===== src/rtl/cactus_s_ip.sv =====
// Read-only 24x49 small-cactus sprite, 12-bit bbbb_gggg_rrrr pixels.
// Contents are a fixed rectangle decode of (row, col); output is registered.
module cactus_s_ip #(
    parameter int          SPR_W = 24,
    parameter int          SPR_H = 49,
    parameter logic [11:0] FG    = 12'h555,
    parameter logic [11:0] BG    = 12'hfff
) (
    input  logic        clk,
    input  logic        rst,
    input  logic [15:0] addra,
    output logic [11:0] douta
);

    localparam int DEPTH = SPR_W * SPR_H;

    logic [15:0] row;
    logic [15:0] col;
    logic        in_range;
    logic        is_fg;
    logic [11:0] pix;
    // Power-up value so the output reads as background before the first reset.
    logic [11:0] douta_q = BG;

    function automatic logic in_box(
        input logic [15:0] r,
        input logic [15:0] c,
        input int          r0,
        input int          r1,
        input int          c0,
        input int          c1
    );
        return (int'(r) >= r0) && (int'(r) <= r1) &&
               (int'(c) >= c0) && (int'(c) <= c1);
    endfunction

    always_comb begin
        in_range = int'(addra) < DEPTH;
        row      = addra / 16'(SPR_W);
        col      = addra % 16'(SPR_W);
        is_fg    = in_box(row, col,  0, 48,  9, 14)    // trunk
                 | in_box(row, col, 14, 30,  2,  5)    // left arm
                 | in_box(row, col, 27, 30,  6,  8)    // left connector
                 | in_box(row, col,  8, 24, 18, 21)    // right arm
                 | in_box(row, col, 21, 24, 15, 17);   // right connector
        pix      = (in_range && is_fg) ? FG : BG;
    end

    always_ff @(posedge clk) begin
        if (rst) begin
            douta_q <= BG;
        end else begin
            douta_q <= pix;
        end
    end

    assign douta = douta_q;

endmodule


===== config.mk =====
export PLATFORM = sky130hd
export DESIGN_NAME = cactus_s_ip
export DESIGN_NICKNAME = d
export VERILOG_FILES = /design/src/rtl/cactus_s_ip.sv
export SDC_FILE = /design/constraint.sdc
export NUM_CORES = 1
export LEC_CHECK = 0
export CAP_MARGIN = 20
export CORE_ASPECT_RATIO = 0.7
export CORE_MARGIN = 2
export CORE_UTILIZATION = 28
export CTS_CLUSTER_DIAMETER = 150
export DETAILED_ROUTE_END_ITERATION = 7
export GPL_TIMING_DRIVEN = 0
export PLACE_DENSITY_LB_ADDON = 0.08
export SETUP_SLACK_MARGIN = 0.02
export SYNTH_ARGS = -nofsm -noshare
export SYNTH_HDL_FRONTEND = slang
export SYNTH_SLANG_ARGS = --single-unit
export TNS_END_PERCENT = 30

===== constraint.sdc =====
create_clock -name clk -period 4.52 [get_ports clk]
set_input_delay 1.13 -clock clk [delete_from_list [all_inputs] [get_ports clk]]
set_output_delay 1.13 -clock clk [all_outputs]
set_load 0.02 [all_outputs]

# == Yosys cells after proc, flatten, opt, wreduce, memory -nomap -nowiden ==
# Index checks and enable logic that the tools add are counted.
# totals
register_bits,12
latchBits,0
mem_bits_rw,0
romBits,0
in_bits,18
out_inout_bits,12
elab_cells,41
mem_count,0
# op_classes
n_addsub,0
multipliers,0
div_mod_pow,2
order_cmp,18
eq_ne,0
shifts,0
mux,1
n_bitwise,4
n_reduce_logical,15
# ops
operator,n
16-bit by 4-bit greater-or-equal comparator with 1-bit output (second input constant),4
16-bit by 5-bit less-or-equal comparator with 1-bit output (second input constant),4
16-bit by 5-bit greater-or-equal comparator with 1-bit output (second input constant),3
16-bit by 4-bit less-or-equal comparator with 1-bit output (second input constant),2
16-bit by 5-bit divider with 16-bit output (second input constant),1
16-bit by 2-bit greater-or-equal comparator with 1-bit output (second input constant),1
16-bit by 3-bit greater-or-equal comparator with 1-bit output (second input constant),1
16-bit by 3-bit less-or-equal comparator with 1-bit output (second input constant),1
16-bit by 6-bit less-or-equal comparator with 1-bit output (second input constant),1
16-bit by 11-bit less-than comparator with 1-bit output (second input constant),1
16-bit by 5-bit modulo with 16-bit output (second input constant),1
1-bit logical AND,15
12-bit two-way mux,1
1-bit OR,4

# == Logic depth before layout (Yosys ltp) ==
# Gate-level depths: netlist (run 1).
# logic_depth
word_depth,11
ltp_mapped,12
ltp_nobuf,11

# == Worst setup path before layout (run 1) ==
# No wires, ideal clock.
# synth_path
kind,input -> register
from,in addra[14]
to,"reg douta_q[9], in the netlist douta[9]"
arrival_ps,3428
path_slack_ps,966
stages,12
n_path_buf,1
cell_sequence,buf_2 inv_1 mux2_2 a2bb2oi_2 a31oi_1 o21ai_1 a2111oi_2 a41oi_2 nor3_2 o2111ai_1 a211oi_1 a211oi_1
# synth_between
elab_chain_cells,11
word_cells_on_any_way,40
# synth_rtl
item,line,text
"start, declared",11,"input logic [15:0] addra,"
16-bit by 5-bit divider with 16-bit output,39,row = addra / 16'(SPR_W);
16-bit by 4-bit greater-or-equal comparator with 1-bit output or 16-bit by 5-bit less-or-equal comparator with 1-bit output (tied branches),33,return (int'(r) >= r0) && (int'(r) <= r1) &&
1-bit logical AND (2 in series),33,
1-bit logical AND,34,(int'(c) >= c0) && (int'(c) <= c1);
1-bit OR,42,"| in_box(row, col, 14, 30, 2, 5)"
1-bit OR,43,"| in_box(row, col, 27, 30, 6, 8)"
1-bit OR,44,"| in_box(row, col, 8, 24, 18, 21)"
1-bit OR,45,"| in_box(row, col, 21, 24, 15, 17);"
1-bit logical AND *,46,pix = (in_range && is_fg) ? FG : BG;
12-bit two-way mux *,46,
"end signal, assigned",53,douta_q <= pix;
"end, declared",23,logic [11:0] douta_q = BG;
# Every way passes the cells marked *; elsewhere a longest branch is shown, timed or not.
# A chain may end at the register's enable or synchronous reset.

# == Worst setup path after layout (run 1) ==
# layout_path
from,in addra[11]
to,"reg douta_q[9], in the netlist douta[9]"
# The elaborated chain is that of the path after synthesis.

==> results of run 1 <==
-- cell usage after synthesis, types with 3 or more instances --
master	instances
clkbuf_1	5
a21boi_0	3
nand2b_1	3
nor3_1	10
xnor2_1	3
xor2_1	4
o21ai_0	10
nand3_1	4
nor2_1	15
nor2b_1	3
o211ai_1	7
buf_4	14
o21ai_1	4
inv_1	11
a211oi_1	7
o2111ai_1	3
o22ai_1	6
nand2_1	25
o22a_1	3
a31oi_1	4
nand3b_1	3
and3_1	5
a21oi_1	13
nand4_1	3
-- critical path: stages --
cell	delay [ps]
dlymetal6s2s_1	180
buf_4	200
nor3b_1	350
a21oi_4	120
o2bb2ai_2	290
nor3_1	150
o31ai_4	330
nand4_1	300
nand4_1	220
a31oi_2	140
or2_0	250
nand4b_1	190
a211oi_1	230
-- per-layer routing --
| layer | vias to the layer above | track usage [%] | routed length [um] |
|---|---|---|---|
| met4 | 0 | 0.1894 | 0 |
| met5 | - | 0 | 0 |
| li1 | 911 | - | - |
| met2 | 43 | 22.22 | 1987 |
| met1 | 861 | 26.84 | 2650 |
| met3 | 0 | 0.4651 | 215 |
-- path summary, 6_finish.rpt --
kind	to	from	slack, ps
worst min-delay path	douta[1]	douta[9]	2020
worst max-delay path	douta[9]	addra[11]	340
-- area by class of cell --
cell class	instances	area (um2)	share of cell area [%]
flip-flops and latches	1	20.02	0.9621
repair buffers	24	252.7	12.15
multi-input cells	193	1531	73.60
well taps	72	90.09	4.330
inverters	12	45.04	2.165
plain buffers	22	141.4	6.795
-- logic make-up (layout without fill, tap and decap cells) --
kind of cell / count (synthesis) / in the layout / share of synthesized area, %
other: 1 / 6 / 0.2529
XOR/XNOR: 7 / 7 / 4.135
AND/OR/NAND/NOR: 89 / 89 / 31.98
buffers and inverters: 34 / 58 / 12.32
AO/OA/AOI/OAI: 88 / 88 / 47.77
multiplexers: 3 / 3 / 2.194
flip-flops: 1 / 1 / 1.350
-- through the flow --
stage               util [%]  cell area, um2  hold WS [ps]  setup WS, ps
finish                 40.21            2081          2017         338.9
global route           40.21            2081          2047         152.5
CTS                    35.37            1831          2005         23.00
detailed placement     34.43            1782          1985        -45.20
global placement       34.43            1782          1996        -124.8
floorplan                  -            1501          1415         966.0
-- repair_timing --
action,CTS,global route
resized for setup,9,36
buffers inserted,0,5
gates cloned,0,0
pin swaps,3,11
endpoints found under the setup margin,1,1
-- power by group --
part	switching (W)	internal, W	leakage (nW)
clock network	0	0	0
registers	0.0000000423	0.00000904	0.00810
logic	0.000156	0.000105	0.724
total	0.000156	0.000114	0.732
==> impl_metrics.env, run 1 <==
export IMPL_io_buffers=19
export IMPL_routed_wl_mm=4.853
export IMPL_setup_viol=0
export IMPL_layout_nets=272
export IMPL_hpwl_mm=3.703
export IMPL_finalHoldViolCount=0
export IMPL_critPathRequiredTime_ps=4420
export IMPL_path_clk_slew_ps=0
export IMPL_synth_area_leaders="buf_4, nand2_1, a21oi_1"
export IMPL_crit_path_end_kind="flip-flop"
export IMPL_outcome="completed"
export IMPL_die_w_um=90.98
export IMPL_drc_errors=0
export IMPL_critPathArrivalTime_ps=4080
export IMPL_worstSetupPathType="primary input to flip-flop"
export IMPL_period_share_pct=92.50
export IMPL_cellPowerDensity_nw_per_um2=129.9
export IMPL_grt_pass1_vias=1556
export IMPL_postRouteAntennaNets=0
export IMPL_cap_violations=0
export IMPL_rows=22
export IMPL_wl_per_cell_um=14.98
export IMPL_vias=1815
export IMPL_holdPathStages=1
export IMPL_peakVddDrop_mv=0.03814
export IMPL_synth_top_area_share_pct=7.089
export IMPL_post_route_min_period_ps=4181
export IMPL_cts_hold_fix_buffers=0
export IMPL_final_cells=324
export IMPL_largest_reg_flops=1
export IMPL_initial_utilization_pct=28.65
export IMPL_fillers=569
export IMPL_finalSetupTns_ps=0
export IMPL_grt_ovfl_total=0
export IMPL_place_inst=319
export IMPL_drt_initial_drc_count=86
export IMPL_layout_common_cells="nand2_1, buf_4, nor2_1, clkdlybuf4s50_1"
export IMPL_syn_inst=223
export IMPL_drt_first_pass_iters=5
export IMPL_tightest_slew_ps=607.6
export IMPL_layout_commonest_cell="nand2_1"
export IMPL_path_max_fanout=10
export IMPL_gp_congestion=0.7913
export IMPL_fmax_mhz=239.2
export IMPL_synth_area_um2=1483
export IMPL_grtUsageTotal_pct=15.72
export IMPL_antenna_found_initial=0
export IMPL_crit_path_start_kind="primary input"
export IMPL_coreArea_um2=5175
export IMPL_async_flop_share_pct=0
export IMPL_drv_slew=0
export IMPL_antennaDiodeCount=0
export IMPL_syn_to_final_growth_pct=40.34
export IMPL_rsz0062_at_grt="no"
export IMPL_fp_dieH_um=64.88
export IMPL_synthFlopType="dfxtp_1"
export IMPL_vias_per_cell=5.602
export IMPL_p_total_w=0.0002703
export IMPL_synth_edff_count=0
export IMPL_synth_top_area_cell="buf_4"
export IMPL_ys_seq_area_share_pct=1.350
export IMPL_synth_cell_type_count=68
export IMPL_synth_seq_cells=1
export IMPL_grt_pass1_wl_mm=7.872
export IMPL_io_pins=30
export IMPL_max_slew_margin_pct=59.25
export IMPL_grt_max_degree=11
export IMPL_die_area_um2=5902
export IMPL_total_leakage_power_nw=0.7319
export IMPL_drive_above_1_share_pct=25.79
export IMPL_avgSynthCellArea_um2=6.649
export IMPL_synth_warnings=0
export IMPL_hp_class="flip-flop to primary output"
Power figures use the tool's default switching activity.
==> inputs of run 2 (changes only) <==
--- a/config.mk
+++ b/config.mk
@@ -9,7 +9,7 @@
 export CORE_ASPECT_RATIO = 0.7
 export CORE_MARGIN = 2
 export CORE_UTILIZATION = 28
-export CTS_CLUSTER_DIAMETER = 150
+export CTS_CLUSTER_DIAMETER = 120
 export DETAILED_ROUTE_END_ITERATION = 7
 export GPL_TIMING_DRIVEN = 0
 export PLACE_DENSITY_LB_ADDON = 0.08
==> results of run 2 <==
Final layout, timing and power as in run 1 (identical DEF).
==> inputs of run 3 (changes only) <==
--- a/config.mk
+++ b/config.mk
@@ -9,7 +9,6 @@
 export CORE_ASPECT_RATIO = 0.7
 export CORE_MARGIN = 2
 export CORE_UTILIZATION = 28
-export CTS_CLUSTER_DIAMETER = 120
 export DETAILED_ROUTE_END_ITERATION = 7
 export GPL_TIMING_DRIVEN = 0
 export PLACE_DENSITY_LB_ADDON = 0.08
==> constraint.sdc (replaced) <==
create_clock -name clk -period 5.25 [get_ports clk]
set_input_delay 1.3125 -clock clk [delete_from_list [all_inputs] [get_ports clk]]
set_output_delay 1.3125 -clock clk [all_outputs]
set_load 0.02 [all_outputs]
==> run 3 against run 2 <==
Sequential power down 14%. Wire length down 4.8%. Largest cell class unchanged. Via count down 2.0%. Design area down 14%. Critical path type unchanged. Highest routed layer unchanged. Die area unchanged. First-iteration DRC count up 28%.
==> impl_metrics.env, run 3 (synthesis results as in run 1) <==
export IMPL_cts_resized=0
export IMPL_min_from="addra[14]"
export IMPL_postRouteAntennaNets=0
export IMPL_die_w_um=90.98
export IMPL_hpwl_mm=3.703
export IMPL_vias_per_cell=5.574
export IMPL_fillers=587
export IMPL_grt_max_degree=11
export IMPL_slowest_stage="clkdlybuf4s50_1"
export IMPL_drt_first_pass_iters=4
export IMPL_largest_reg_flops=1
export IMPL_grtUsageTotal_pct=15.54
export IMPL_routed_wl_mm=4.620
export IMPL_tightest_slew_ps=591.8
export IMPL_path_max_fanout=10
export IMPL_path_clk_slew_ps=0
export IMPL_initial_utilization_pct=28.65
export IMPL_cpPeakStageDelay_ps=500
export IMPL_peakVddDrop_mv=0.04146
export IMPL_cap_violations=0
export IMPL_holdPathStages=7
export IMPL_period_share_pct=92.09
export IMPL_drt_initial_drc_count=110
export IMPL_critPathArrivalTime_ps=4740
export IMPL_critPathRequiredTime_ps=5150
export IMPL_fmax_mhz=206.8
export IMPL_antennaDiodeCount=0
export IMPL_setup_viol=0
export IMPL_layout_common_cells="nand2_1, clkdlybuf4s50_1, nor2_1, buf_4, a21oi_1"
export IMPL_final_area_um2=1782
export IMPL_cts_setup_buffers=0
export IMPL_antenna_found_initial=0
export IMPL_path_delay_family="compound AO/OA/AOI/OAI gates"
export IMPL_cellPowerDensity_nw_per_um2=105.2
export IMPL_syn_to_final_growth_pct=20.17
export IMPL_finalSetupTns_ps=0
export IMPL_multi_input_area_um2=1299
export IMPL_wl_per_cell_um=14.48
export IMPL_crit_path_end_kind="flip-flop"
export IMPL_gp_congestion=0.7913
export IMPL_worstSetupPathType="primary input to flip-flop"
export IMPL_final_core_util_pct=34.43
export IMPL_cts_hold_fix_buffers=0
export IMPL_finalHoldViolCount=0
export IMPL_cp_cell_sequence="clkdlybuf4s50_1, buf_4, nand3b_1, o32ai_2, o22ai_1, nand2_1, o21ai_1, a41o_1, o22a_1, a31oi_1, or2_0, nand4b_1, a211oi_1"
export IMPL_vias=1778
export IMPL_rows=22
export IMPL_io_pins=30
export IMPL_place_area_um2=1782
export IMPL_fp_dieH_um=64.88
export IMPL_layout_nets=267
export IMPL_drv_slew=0
export IMPL_die_area_um2=5902
export IMPL_place_inst=319
export IMPL_outcome="completed"
export IMPL_final_cells=319
export IMPL_min_to="douta[9]"
export IMPL_post_route_min_period_ps=4835
export IMPL_whs_ps=2174
export IMPL_total_leakage_power_nw=0.6109
export IMPL_hp_class="primary input to flip-flop"
export IMPL_io_buffers=19
export IMPL_layout_commonest_cell="nand2_1"
export IMPL_coreArea_um2=5175
export IMPL_crit_path_start_kind="primary input"
export IMPL_rsz0062_at_grt="no"
export IMPL_drive_above_1_share_pct=13.77
export IMPL_max_slew_margin_pct=60.31
export IMPL_final_seq_area_um2=20.02
export IMPL_grt_pass1_vias=1550
export IMPL_grt_pass1_wl_mm=7.824
export IMPL_drc_errors=0
export IMPL_cp_num_buf_inv=2
export IMPL_grt_ovfl_total=0
-- run 3: cell types whose count changed in the layout (fill, tap and decap cells not counted), sizes merged --
| cell | previous run | this run |
|---|---|---|
| buf | 22 | 17 |
| dlymetal6s2s | 5 | 0 |
| clkdlybuf4s50 | 14 | 19 |
-- run 3: final cells by class --
cell class / count / area share, %
flip-flops and latches: 1 / 1.124
repair buffers: 19 / 10.67
inverters: 12 / 2.528
multi-input cells: 193 / 72.89
plain buffers: 22 / 7.725
well taps: 72 / 5.056
-- run 3: stage by stage --
stage | setup WS, ps | total power, W
2_1_floorplan | 1513 | 0.0001386
3_3_place_gp | 422.7 | 0.0001870
3_5_place_dp | 502.3 | 0.0001842
4_1_cts | 473.0 | 0.0001852
5_1_grt | 153.9 | 0.0002066
6_report | 415.0 | 0.0001874
-- run 3: metal layers --
layer | vias to the layer above | wire, um | track usage (%)
li1 | 907 | - | -
met1 | 814 | 2593 | 26.32
met2 | 57 | 1799 | 21.94
met3 | 0 | 228 | 0.8140
met4 | 0 | 0 | 0.1894
met5 | - | 0 | 0
-- run 3: tightest hold or removal path: cells and delay by family --
kind                   cells  cell delay, ps
AOI/OAI and AO/OA          3             330
buffers and inverters      1             180
and+or+nand+nor            3             280
-- run 3: worst max path at each step --
stage / cells past startpoint / end / slack [ps] / start
floorplan: 12 / douta[9] / 1510 / addra[14]
global placement: 13 / douta[9] / 420 / addra[11]
detailed placement: 13 / douta[9] / 500 / addra[15]
CTS: 13 / douta[9] / 470 / addra[11]
global route: 12 / douta[9] / 150 / addra[13]
finish: 13 / douta[9] / 420 / addra[11]
-- run 3: power by group --
part / switching (W) / internal (W)
combinational: 0.000112 / 0.0000677
sequential: 0.0000000364 / 0.00000778
clock: 0 / 0
